===== src/rtl/ctrl_pipe_if.sv =====
// Interface between the ID-stage decoder and the pipeline control/hazard unit.
// Carries decoder controls in and the per-stage controls, forwarding selects and hazard flags out.
interface ctrl_pipe_if #(
  parameter int unsigned REG_AW  = 5,
  parameter int unsigned ALUOP_W = 2
);
  logic               id_valid;
  logic               id_regDst;
  logic               id_branch;
  logic               id_LeMem;
  logic               id_memParaReg;
  logic [ALUOP_W-1:0] id_aluOp;
  logic               id_EscreveMem;
  logic               id_OrigAlu;
  logic               id_EscreveReg;
  logic [REG_AW-1:0]  id_rs;
  logic [REG_AW-1:0]  id_rt;
  logic [REG_AW-1:0]  id_rd;
  logic               ex_zero;

  logic               ex_regDst;
  logic               ex_OrigAlu;
  logic [ALUOP_W-1:0] ex_aluOp;
  logic [REG_AW-1:0]  ex_rs;
  logic [REG_AW-1:0]  ex_rt;
  logic [1:0]         fwd_a;
  logic [1:0]         fwd_b;
  logic               mem_LeMem;
  logic               mem_EscreveMem;
  logic               pc_src;
  logic               wb_memParaReg;
  logic               wb_EscreveReg;
  logic [REG_AW-1:0]  wb_dest;
  logic               stall;
  logic               flush;

  modport master (
    output id_valid, id_regDst, id_branch, id_LeMem, id_memParaReg, id_aluOp,
           id_EscreveMem, id_OrigAlu, id_EscreveReg, id_rs, id_rt, id_rd, ex_zero,
    input  ex_regDst, ex_OrigAlu, ex_aluOp, ex_rs, ex_rt, fwd_a, fwd_b,
           mem_LeMem, mem_EscreveMem, pc_src, wb_memParaReg, wb_EscreveReg,
           wb_dest, stall, flush
  );

  modport slave (
    input  id_valid, id_regDst, id_branch, id_LeMem, id_memParaReg, id_aluOp,
           id_EscreveMem, id_OrigAlu, id_EscreveReg, id_rs, id_rt, id_rd, ex_zero,
    output ex_regDst, ex_OrigAlu, ex_aluOp, ex_rs, ex_rt, fwd_a, fwd_b,
           mem_LeMem, mem_EscreveMem, pc_src, wb_memParaReg, wb_EscreveReg,
           wb_dest, stall, flush
  );
endinterface


===== src/rtl/ctrl_pipe.sv =====
// Control carrier and hazard unit for the 5-stage MIPS core: ID/EX, EX/MEM, MEM/WB
// control registers, load-use stall, beq resolution in MEM with flush, and EX forwarding.
module ctrl_pipe #(
  parameter int unsigned REG_AW  = 5,
  parameter int unsigned ALUOP_W = 2
) (
  input  logic       clk,
  input  logic       rst,
  ctrl_pipe_if.slave bus
);

  typedef struct packed {
    logic               valid;
    logic               regDst;
    logic               branch;
    logic               LeMem;
    logic               memParaReg;
    logic [ALUOP_W-1:0] aluOp;
    logic               EscreveMem;
    logic               OrigAlu;
    logic               EscreveReg;
    logic [REG_AW-1:0]  rs;
    logic [REG_AW-1:0]  rt;
    logic [REG_AW-1:0]  dest;
  } idex_t;

  typedef struct packed {
    logic              valid;
    logic              branch;
    logic              LeMem;
    logic              memParaReg;
    logic              EscreveMem;
    logic              EscreveReg;
    logic [REG_AW-1:0] dest;
    logic              zero;
  } exmem_t;

  typedef struct packed {
    logic              memParaReg;
    logic              EscreveReg;
    logic [REG_AW-1:0] dest;
  } memwb_t;

  idex_t  idex_q,  idex_d;
  exmem_t exmem_q, exmem_d;
  memwb_t memwb_q, memwb_d;

  logic load_use_c;
  logic pc_src_c;
  logic stall_c;

  // Most recent producer wins; register 0 is hardwired and never forwarded.
  function automatic logic [1:0] fwd_sel(input logic [REG_AW-1:0] src,
                                         input exmem_t m, input memwb_t w);
    logic [1:0] sel;
    sel = 2'b00;
    if (m.EscreveReg && (m.dest != '0) && (m.dest == src)) begin
      sel = 2'b10;
    end else if (w.EscreveReg && (w.dest != '0) && (w.dest == src)) begin
      sel = 2'b01;
    end
    return sel;
  endfunction

  always_comb begin
    load_use_c = idex_q.valid && idex_q.LeMem && (idex_q.dest != '0) &&
                 ((idex_q.dest == bus.id_rs) || (idex_q.dest == bus.id_rt)) &&
                 bus.id_valid;
    pc_src_c   = exmem_q.valid && exmem_q.branch && exmem_q.zero;
    // A taken branch squashes the stalled instruction, so the stall is moot.
    stall_c    = load_use_c && !pc_src_c;

    idex_d = '0;
    if (!pc_src_c && !stall_c && bus.id_valid) begin
      idex_d.valid      = 1'b1;
      idex_d.regDst     = bus.id_regDst;
      idex_d.branch     = bus.id_branch;
      idex_d.LeMem      = bus.id_LeMem;
      idex_d.memParaReg = bus.id_memParaReg;
      idex_d.aluOp      = bus.id_aluOp;
      idex_d.EscreveMem = bus.id_EscreveMem;
      idex_d.OrigAlu    = bus.id_OrigAlu;
      idex_d.EscreveReg = bus.id_EscreveReg;
      idex_d.rs         = bus.id_rs;
      idex_d.rt         = bus.id_rt;
      idex_d.dest       = bus.id_regDst ? bus.id_rd : bus.id_rt;
    end

    exmem_d = '0;
    if (!pc_src_c) begin
      exmem_d.valid      = idex_q.valid;
      exmem_d.branch     = idex_q.branch;
      exmem_d.LeMem      = idex_q.LeMem;
      exmem_d.memParaReg = idex_q.memParaReg;
      exmem_d.EscreveMem = idex_q.EscreveMem;
      exmem_d.EscreveReg = idex_q.EscreveReg;
      exmem_d.dest       = idex_q.dest;
      exmem_d.zero       = bus.ex_zero;
    end

    memwb_d            = '0;
    memwb_d.memParaReg = exmem_q.memParaReg;
    memwb_d.EscreveReg = exmem_q.EscreveReg;
    memwb_d.dest       = exmem_q.dest;
  end

  always_ff @(posedge clk) begin
    if (rst) begin
      idex_q  <= '0;
      exmem_q <= '0;
      memwb_q <= '0;
    end else begin
      idex_q  <= idex_d;
      exmem_q <= exmem_d;
      memwb_q <= memwb_d;
    end
  end

  assign bus.ex_regDst      = idex_q.regDst;
  assign bus.ex_OrigAlu     = idex_q.OrigAlu;
  assign bus.ex_aluOp       = idex_q.aluOp;
  assign bus.ex_rs          = idex_q.rs;
  assign bus.ex_rt          = idex_q.rt;
  assign bus.fwd_a          = fwd_sel(idex_q.rs, exmem_q, memwb_q);
  assign bus.fwd_b          = fwd_sel(idex_q.rt, exmem_q, memwb_q);
  assign bus.mem_LeMem      = exmem_q.LeMem;
  assign bus.mem_EscreveMem = exmem_q.EscreveMem;
  assign bus.pc_src         = pc_src_c;
  assign bus.wb_memParaReg  = memwb_q.memParaReg;
  assign bus.wb_EscreveReg  = memwb_q.EscreveReg;
  assign bus.wb_dest        = memwb_q.dest;
  assign bus.stall          = stall_c;
  assign bus.flush          = pc_src_c;

endmodule


===== src/flat_wrapper.sv =====
// flat-port wrapper written by rule: the top's interface ports become plain ports
module ctrl_pipe_flat 
#(
  parameter int unsigned REG_AW  = 5,
  parameter int unsigned ALUOP_W = 2
)
  (clk, rst, bus_id_valid, bus_id_regDst, bus_id_branch, bus_id_LeMem, bus_id_memParaReg, bus_id_aluOp, bus_id_EscreveMem, bus_id_OrigAlu, bus_id_EscreveReg, bus_id_rs, bus_id_rt, bus_id_rd, bus_ex_zero, bus_ex_regDst, bus_ex_OrigAlu, bus_ex_aluOp, bus_ex_rs, bus_ex_rt, bus_fwd_a, bus_fwd_b, bus_mem_LeMem, bus_mem_EscreveMem, bus_pc_src, bus_wb_memParaReg, bus_wb_EscreveReg, bus_wb_dest, bus_stall, bus_flush);
  ctrl_pipe_if #(.REG_AW(REG_AW), .ALUOP_W(ALUOP_W)) bus_i ();
  input  logic clk;
  input  logic rst;
  input wire logic [$bits(bus_i.id_valid)-1:0] bus_id_valid;
  input wire logic [$bits(bus_i.id_regDst)-1:0] bus_id_regDst;
  input wire logic [$bits(bus_i.id_branch)-1:0] bus_id_branch;
  input wire logic [$bits(bus_i.id_LeMem)-1:0] bus_id_LeMem;
  input wire logic [$bits(bus_i.id_memParaReg)-1:0] bus_id_memParaReg;
  input wire logic [$bits(bus_i.id_aluOp)-1:0] bus_id_aluOp;
  input wire logic [$bits(bus_i.id_EscreveMem)-1:0] bus_id_EscreveMem;
  input wire logic [$bits(bus_i.id_OrigAlu)-1:0] bus_id_OrigAlu;
  input wire logic [$bits(bus_i.id_EscreveReg)-1:0] bus_id_EscreveReg;
  input wire logic [$bits(bus_i.id_rs)-1:0] bus_id_rs;
  input wire logic [$bits(bus_i.id_rt)-1:0] bus_id_rt;
  input wire logic [$bits(bus_i.id_rd)-1:0] bus_id_rd;
  input wire logic [$bits(bus_i.ex_zero)-1:0] bus_ex_zero;
  output wire logic [$bits(bus_i.ex_regDst)-1:0] bus_ex_regDst;
  output wire logic [$bits(bus_i.ex_OrigAlu)-1:0] bus_ex_OrigAlu;
  output wire logic [$bits(bus_i.ex_aluOp)-1:0] bus_ex_aluOp;
  output wire logic [$bits(bus_i.ex_rs)-1:0] bus_ex_rs;
  output wire logic [$bits(bus_i.ex_rt)-1:0] bus_ex_rt;
  output wire logic [$bits(bus_i.fwd_a)-1:0] bus_fwd_a;
  output wire logic [$bits(bus_i.fwd_b)-1:0] bus_fwd_b;
  output wire logic [$bits(bus_i.mem_LeMem)-1:0] bus_mem_LeMem;
  output wire logic [$bits(bus_i.mem_EscreveMem)-1:0] bus_mem_EscreveMem;
  output wire logic [$bits(bus_i.pc_src)-1:0] bus_pc_src;
  output wire logic [$bits(bus_i.wb_memParaReg)-1:0] bus_wb_memParaReg;
  output wire logic [$bits(bus_i.wb_EscreveReg)-1:0] bus_wb_EscreveReg;
  output wire logic [$bits(bus_i.wb_dest)-1:0] bus_wb_dest;
  output wire logic [$bits(bus_i.stall)-1:0] bus_stall;
  output wire logic [$bits(bus_i.flush)-1:0] bus_flush;
  assign bus_i.id_valid = bus_id_valid;
  assign bus_i.id_regDst = bus_id_regDst;
  assign bus_i.id_branch = bus_id_branch;
  assign bus_i.id_LeMem = bus_id_LeMem;
  assign bus_i.id_memParaReg = bus_id_memParaReg;
  assign bus_i.id_aluOp = bus_id_aluOp;
  assign bus_i.id_EscreveMem = bus_id_EscreveMem;
  assign bus_i.id_OrigAlu = bus_id_OrigAlu;
  assign bus_i.id_EscreveReg = bus_id_EscreveReg;
  assign bus_i.id_rs = bus_id_rs;
  assign bus_i.id_rt = bus_id_rt;
  assign bus_i.id_rd = bus_id_rd;
  assign bus_i.ex_zero = bus_ex_zero;
  assign bus_ex_regDst = bus_i.ex_regDst;
  assign bus_ex_OrigAlu = bus_i.ex_OrigAlu;
  assign bus_ex_aluOp = bus_i.ex_aluOp;
  assign bus_ex_rs = bus_i.ex_rs;
  assign bus_ex_rt = bus_i.ex_rt;
  assign bus_fwd_a = bus_i.fwd_a;
  assign bus_fwd_b = bus_i.fwd_b;
  assign bus_mem_LeMem = bus_i.mem_LeMem;
  assign bus_mem_EscreveMem = bus_i.mem_EscreveMem;
  assign bus_pc_src = bus_i.pc_src;
  assign bus_wb_memParaReg = bus_i.wb_memParaReg;
  assign bus_wb_EscreveReg = bus_i.wb_EscreveReg;
  assign bus_wb_dest = bus_i.wb_dest;
  assign bus_stall = bus_i.stall;
  assign bus_flush = bus_i.flush;
  ctrl_pipe #(.REG_AW(REG_AW), .ALUOP_W(ALUOP_W)) u_core (.clk(clk), .rst(rst), .bus(bus_i));
endmodule

===== config.mk =====
export PLATFORM = sky130hd
export DESIGN_NAME = ctrl_pipe_flat
export DESIGN_NICKNAME = d
export VERILOG_FILES = /design/src/rtl/ctrl_pipe_if.sv /design/src/rtl/ctrl_pipe.sv /design/src/flat_wrapper.sv
export SDC_FILE = /design/constraint.sdc
export NUM_CORES = 1
export LEC_CHECK = 0
export ABC_CLOCK_PERIOD_IN_PS = 5200
export CAP_MARGIN = 20
export CORE_AREA = 2 2 65 67
export CTS_BUF_LIST = sky130_fd_sc_hd__clkbuf_4 sky130_fd_sc_hd__clkbuf_8
export DETAILED_ROUTE_END_ITERATION = 10
export DIE_AREA = 0 0 67 69
export GPL_TIMING_DRIVEN = 1
export PLACE_DENSITY = 0.84
export SLEW_MARGIN = 20
export SYNTH_ARGS = -nofsm -noshare
export SYNTH_HDL_FRONTEND = slang
export SYNTH_SLANG_ARGS = --single-unit

===== constraint.sdc =====
create_clock -name clk -period 5.2 [get_ports clk]
set_clock_uncertainty 0.15 [all_clocks]
set_input_delay 1.04 -clock clk [delete_from_list [all_inputs] [get_ports clk]]
set_output_delay 1.04 -clock clk [all_outputs]
set_load 0.01 [all_outputs]

==> impl_metrics.yaml, run 1 <==
critical_path:
  crit_chain: "clkdlybuf4s50_1, xnor2_1, nand3_1, o22ai_2, and4b_1, clkdlybuf4s50_1"
  cp_slowest_cell: "clkdlybuf4s50_1"
  crit_top_cell: "clkdlybuf4s50_1"
  worstSetupPathType: "primary input to output port"
  critPathMaxFanout: 3
  path_buf_inv: 2
  cp_data_required_time_ns: 4.01
  cp_slowest_stage_delay_ns: 0.54
  critical-path-top-delay-family: "buffers and inverters"
  endpoint_kind: "output port"
  worstPathArrival_ns: 2.79
  start_kind: "primary input"
clocking:
  postCtsResizedCells: 0
  cts_tree: "built"
  insertion_delay_ns: 0.30
  cts_buffers: 5
  clock_sinks: 44
  clkTransAtPathRegs_ns: 0.09
  clk_path_buf_depth: 2
  cts_hold_buf: 0
  cts-htree-levels: 2
  postCtsSetupBuffers: 0
  root_buffer: "clkbuf_8"
global_route:
  grt.total_usage: 0.1941
  grt_max_degree: 26
  grt_pass1_vias: 1419
  overflow: 0
  antenna_found_initial: 0
  grt_pass1_wl_um: 6900
synth:
  ys_ff_latch: 44
  synth_edf_count: 0
  synth.distinct_cells: 28
  netlist.area_leader.share: 0.4484
  netlist_instances: 189
  ys.flop_type: "dfxtp_1"
  syn_nets: 217
  synth_area_leader_cell: "dfxtp_1"
  synth.avg_cell_area_um2: 10.39
  synth_warnings: 0
  synth.top_cells.by_count: "44 x dfxtp_1, 23 x nand3_1, 20 x a21oi_2, 16 x xnor2_1, 14 x xor2_1"
  synthTopCellsByArea: "dfxtp_1 45%, a21oi_2 8.9%, xnor2_1 7.1%"
  netlist_area_um2: 1964
  async_flop_share: 0
  ys_seq_area_frac: 0.4484
  yosysMostFrequentCell: "dfxtp_1"
sta:
  finalHoldViolCount: 0
  fin_tns_setup_ns: 0
  relSlewSlack: 0.6476
  rsz0062_at_grt: "false"
  fin_crit_ns: 3.981
  finalMaxSlewViolations: 0
  final-setup-viol-count: 0
  hold_slack_ns: 0.2822
  tightest_slew_ns: 0.5238
  fin_crit_sh: 0.7655
  fmax_mhz: 251.2
detailed_routing:
  first_pass_iters: 4
  postRouteAntennaNets: 0
  num_vias: 1448
  drt_iter0_markers: 29
  wl_um: 4144
  drc: 0
  drt-vias-per-instance: 5.099
  avgRoutedWirePerCell_um: 14.59
place:
  post-place-cells: 276
  gp_congestion: 0.8118
  numPortBuffers: 57
  post-dp-hpwl_um: 2973
floorplan:
  num_io_pins: 58
  die_h_um: 69
  die-area_um2: 4623
  rows: 23
  fp.dieW_um: 67
  design.core.area_um2: 3914
  initial_core_util: 0.5019
run_status:
  status: "finished clean"
job:
  cap_viol_max_count: 0
layout:
  final_util: 0.6567
  n_antenna_cell: 0
  fin_nets: 261
  fin_cells: 284
  nFillCells: 343
  area_delta_synth_final_pct: 30.83
  final_layout_size_suffix_gt1_frac: 0.1624
pwr:
  ir_drop_mv: 0.2277
  power_density_nw_per_um2: 281.7
  p_leak_nw: 1.002
hold_path:
  min-delay-path-class: "flip-flop to flip-flop"
-- cells by family (layout without fill, tap and decap cells) --
logic type,Yosys count,after routing,share of synthesized area
muxes,5,5,0.02548
xor gates and xnor gates,30,30,0.1338
DFF,44,44,0.4484
and+or+nand+nor,57,57,0.1733
AOI/OAI and AO/OA,29,29,0.1268
buffers and inverters,24,69,0.09235
-- layout make-up --
class                      count  area (um2)  area share
multi-input combinational    121       904.6      0.3520
sequential                    44       880.8      0.3427
timing repair buffer          61       600.6      0.2337
clock buffer                   6       82.58     0.03213
tap                           50       62.56     0.02434
clock inverter                 2       38.79     0.01509
-- through the flow --
stage	total power, W	cell area [um2]	worst slack, ns
after floorplan	0.0004162	1964	2.204
after global placement	0.0004540	2449	1.280
after detailed placement	0.0004560	2449	1.268
after CTS	0.0007255	2570	1.222
after global routing	0.0007513	2570	1.121
final	0.0007238	2570	1.219
-- report_power, final --
part,switching [W],internal (W)
Combinational,0.0000390,0.0000502
Clock,0.000118,0.000157
Sequential,0.0000106,0.000349
-- layout by cell type, fill, tap and decap left out, drive strengths merged, types with 2 or more instances in the layout --
| master | count |
|---|---|
| clkdlybuf4s50 | 57 |
| dfxtp | 44 |
| nand3 | 23 |
| a21oi | 20 |
| xnor2 | 16 |
| xor2 | 14 |
| and2 | 12 |
| nor2b | 7 |
| clkbuf | 6 |
| mux2i | 5 |
| a211oi | 5 |
| or4 | 4 |
| buf | 4 |
| nor4 | 4 |
| nand2 | 3 |
| o21ai | 2 |
-- registers in the layout, summed over array words and instances, names as in the netlist, 2 cells and up --
name and flops:
u_core.idex_q 11, u_core.exmem_q 10, u_core.bus.ex_rs 5, u_core.bus.ex_rt 5, u_core.bus.wb_dest 5, u_core.bus.ex_aluOp 2
-- routing by layer --
metal,up-vias,track usage,wire length (um)
met5,-,0,0
met4,0,0.05442,53
met3,5,0.06525,277
met2,48,0.3003,1984
met1,674,0.2560,1828
li1,721,-,-
-- worst paths after layout --
check	startpoint	endpoint	slack [ns]	cells past startpoint
min reg2reg	u_core.idex_q[22]	u_core.exmem_q[10]	0.28	1
max reg2reg	u_core.idex_q[0]	u_core.idex_q[0]	3.32	4
min	u_core.idex_q[22]	u_core.exmem_q[10]	0.28	1
max	bus_id_rt[0]	bus_stall	1.22	6
No activity file was read; power rests on OpenSTA's default activity.
==> run 2: changes to the inputs <==
ABC_CLOCK_PERIOD_IN_PS = 3430   (was 5200)
CORE_AREA = 2 2 70 72   (was 2 2 65 67)
DIE_AREA = 0 0 72 74   (was 0 0 67 69)
PLACE_DENSITY = 0.77   (was 0.84)
clock period = 3.43 ns   (was 5.2 ns; I/O delays follow)
==> run 2 against run 1 <==
Register-to-register slack worse by 1.7 ns. Worst hold slack worse by 0.00098 ns. Largest cell class unchanged. Routed wire length down 3.4%. First-iteration DRC count down 17%. Clock power up 43%. Via count down 1.8%. Critical endpoint unchanged. Non-clock buffer count unchanged. Combinational power up 50%. Setup slack worse by 1.1 ns. Critical path type unchanged. Sequential cell count unchanged. Highest routed layer unchanged. Sequential power up 52%.
==> impl_metrics.yaml, run 2 (synthesis gave the netlist of run 1 again) <==
critical_path:
  worstSetupPathType: "primary input to output port"
  start_kind: "primary input"
  crit_path_end: "bus_stall"
  rrSetupSlack_ns: 1.63
  r2r-start: "u_core.idex_q[1]"
  cp-startpoint: "bus_id_rt[4]"
  endpoint_kind: "output port"
  cp_data_required_time_ns: 2.59
  r2r_end: "u_core.idex_q[0]"
  critPathMaxFanout: 3
  worstPathArrival_ns: 2.43
  ff2ff_path_depth: 4
floorplan:
  rows: 25
  fp.dieW_um: 72
  initial_core_util: 0.4272
  die-area_um2: 5328
  die_h_um: 74
  design.core.area_um2: 4598
  num_io_pins: 58
clocking:
  cts_buffers: 5
  insertion_delay_ns: 0.30
  clock_sinks: 44
  cts-htree-levels: 2
  cts_tree: "built"
  cts_hold_buf: 0
  postCtsResizedCells: 0
  clkTransAtPathRegs_ns: 0.07
  clk_path_buf_depth: 2
  postCtsSetupBuffers: 0
  root_buffer: "clkbuf_8"
detailed_routing:
  drc: 0
  wl_um: 4005
  first_pass_iters: 4
  drt-vias-per-instance: 4.938
  met3_length_um: 201
  postRouteAntennaNets: 0
  m1WireLength_um: 1842
  avgRoutedWirePerCell_um: 13.91
  top_layer_used: "met4"
  routed-wl-met2_um: 1901
  num_vias: 1422
  drt_iter0_markers: 24
sta:
  fmax_mhz: 305.9
  fin_tns_setup_ns: 0
  finalMaxSlewViolations: 0
  fin_crit_sh: 0.9531
  relSlewSlack: 0.6818
  finalHoldViolCount: 0
  fin_crit_ns: 3.269
  final-setup-viol-count: 0
  rsz0062_at_grt: "false"
  tightest_slew_ns: 0.4730
global_route:
  grt_pass1_vias: 1360
  grt.total_usage: 0.1678
  grt_pass1_wl_um: 6824
  antenna_found_initial: 0
  overflow: 0
  grt_max_degree: 26
pwr:
  internal_power_w: 0.0008288
  pwr-share-clk: 0.366
  power_density_nw_per_um2: 417.4
  p_seq_frac: 0.509
  p_leak_nw: 0.9996
  p_comb_frac: 0.125
  swShare: 0.2259
  ir_drop_mv: 0.2501
  power.switching_w: 0.0002419
place:
  numPortBuffers: 57
  post-dp-hpwl_um: 2991
  gp_congestion: 0.7998
layout:
  layout_common_cells: "57 x clkdlybuf4s50_1, 44 x dfxtp_1, 23 x nand3_1"
  n_antenna_cell: 0
  reg_top3: "u_core.idex_q (11), u_core.exmem_q (10)"
  largest_register: "u_core.idex_q"
  final_util: 0.5578
  area_delta_synth_final_pct: 30.57
  layout_commonest_cell: "clkdlybuf4s50_1"
  fin_nets: 261
  final_layout_size_suffix_gt1_frac: 0.1624
  largest_reg_flops: 11
job:
  cap_viol_max_count: 0
run_status:
  status: "finished clean"
hold_path:
  min-delay-path-class: "flip-flop to flip-flop"
## run 2: cell count changes in the layout (fill, tap and decap cells not counted)
cell      previous run  this run
clkinv_2             0         1
clkbuf_8             6         5
clkbuf_4             0         1
clkinv_4             1         0
## run 2: power groups by stage
stage                     combinational (W)  clock, W  sequential [W]
after floorplan                   0.0000773         0        0.000554
after global placement             0.000132         0        0.000557
after detailed placement           0.000134         0        0.000557
after CTS                          0.000135  0.000399        0.000545
after global routing               0.000147  0.000425        0.000547
final                              0.000134  0.000392        0.000545
## run 2: routing by layer
metal	track usage	up-vias
li1	-	721
met5	0	-
met2	0.2665	46
met1	0.2201	650
met4	0.06918	0
met3	0.04201	5
## run 2: worst min-delay path by stage
stage                                      to              start  cells after the start
detailed placement          u_core.exmem_q[8]  u_core.idex_q[20]                      1
finish                      u_core.exmem_q[6]  u_core.idex_q[15]                      1
global placement            u_core.exmem_q[6]  u_core.idex_q[15]                      1
CTS                        u_core.exmem_q[10]  u_core.idex_q[22]                      1
global route        u_core.bus.mem_EscreveMem  u_core.idex_q[17]                      1
floorplan           u_core.bus.mem_EscreveMem  u_core.idex_q[17]                      1
## run 2: critical path: stages
cell	delay, ns
clkdlybuf4s50_1	0.56
xnor2_1	0.15
nand3_1	0.11
o22ai_2	0.19
and4b_1	0.21
clkdlybuf4s50_1	0.54
## run 2: final cells by class
| type | count | area, um2 |
|---|---|---|
| Clock buffer | 6 | 76.32 |
| Tap cell | 54 | 67.56 |
| Timing Repair Buffer | 61 | 600.6 |
| Clock inverter | 2 | 35.03 |
| Fill cell | 429 | 2033 |
| Multi-Input combinational cell | 121 | 904.6 |
| Sequential cell | 44 | 880.8 |
## run 2: per-stage QoR
stage / power, W / setup slack, ns / instance area, um2 / hold slack, ns / instances
finish: 0.001071 / 0.1609 / 2565 / 0.2813 / 288
global route: 0.001118 / 0.07598 / 2565 / 0.3117 / 288
CTS: 0.001079 / 0.1642 / 2565 / 0.2838 / 288
detailed placement: 0.0006915 / 0.1917 / 2454 / 0.2614 / 280
global placement: 0.0006894 / 0.1956 / 2454 / 0.2589 / 280
floorplan: 0.0006310 / 1.131 / 1964 / 0.2557 / 189
==> run 3: changes to the inputs <==
GPL_ROUTABILITY_DRIVEN = 0   (was not set)
==> results of run 3 <==
The final DEF is identical to that of run 2; final timing and power are the same.
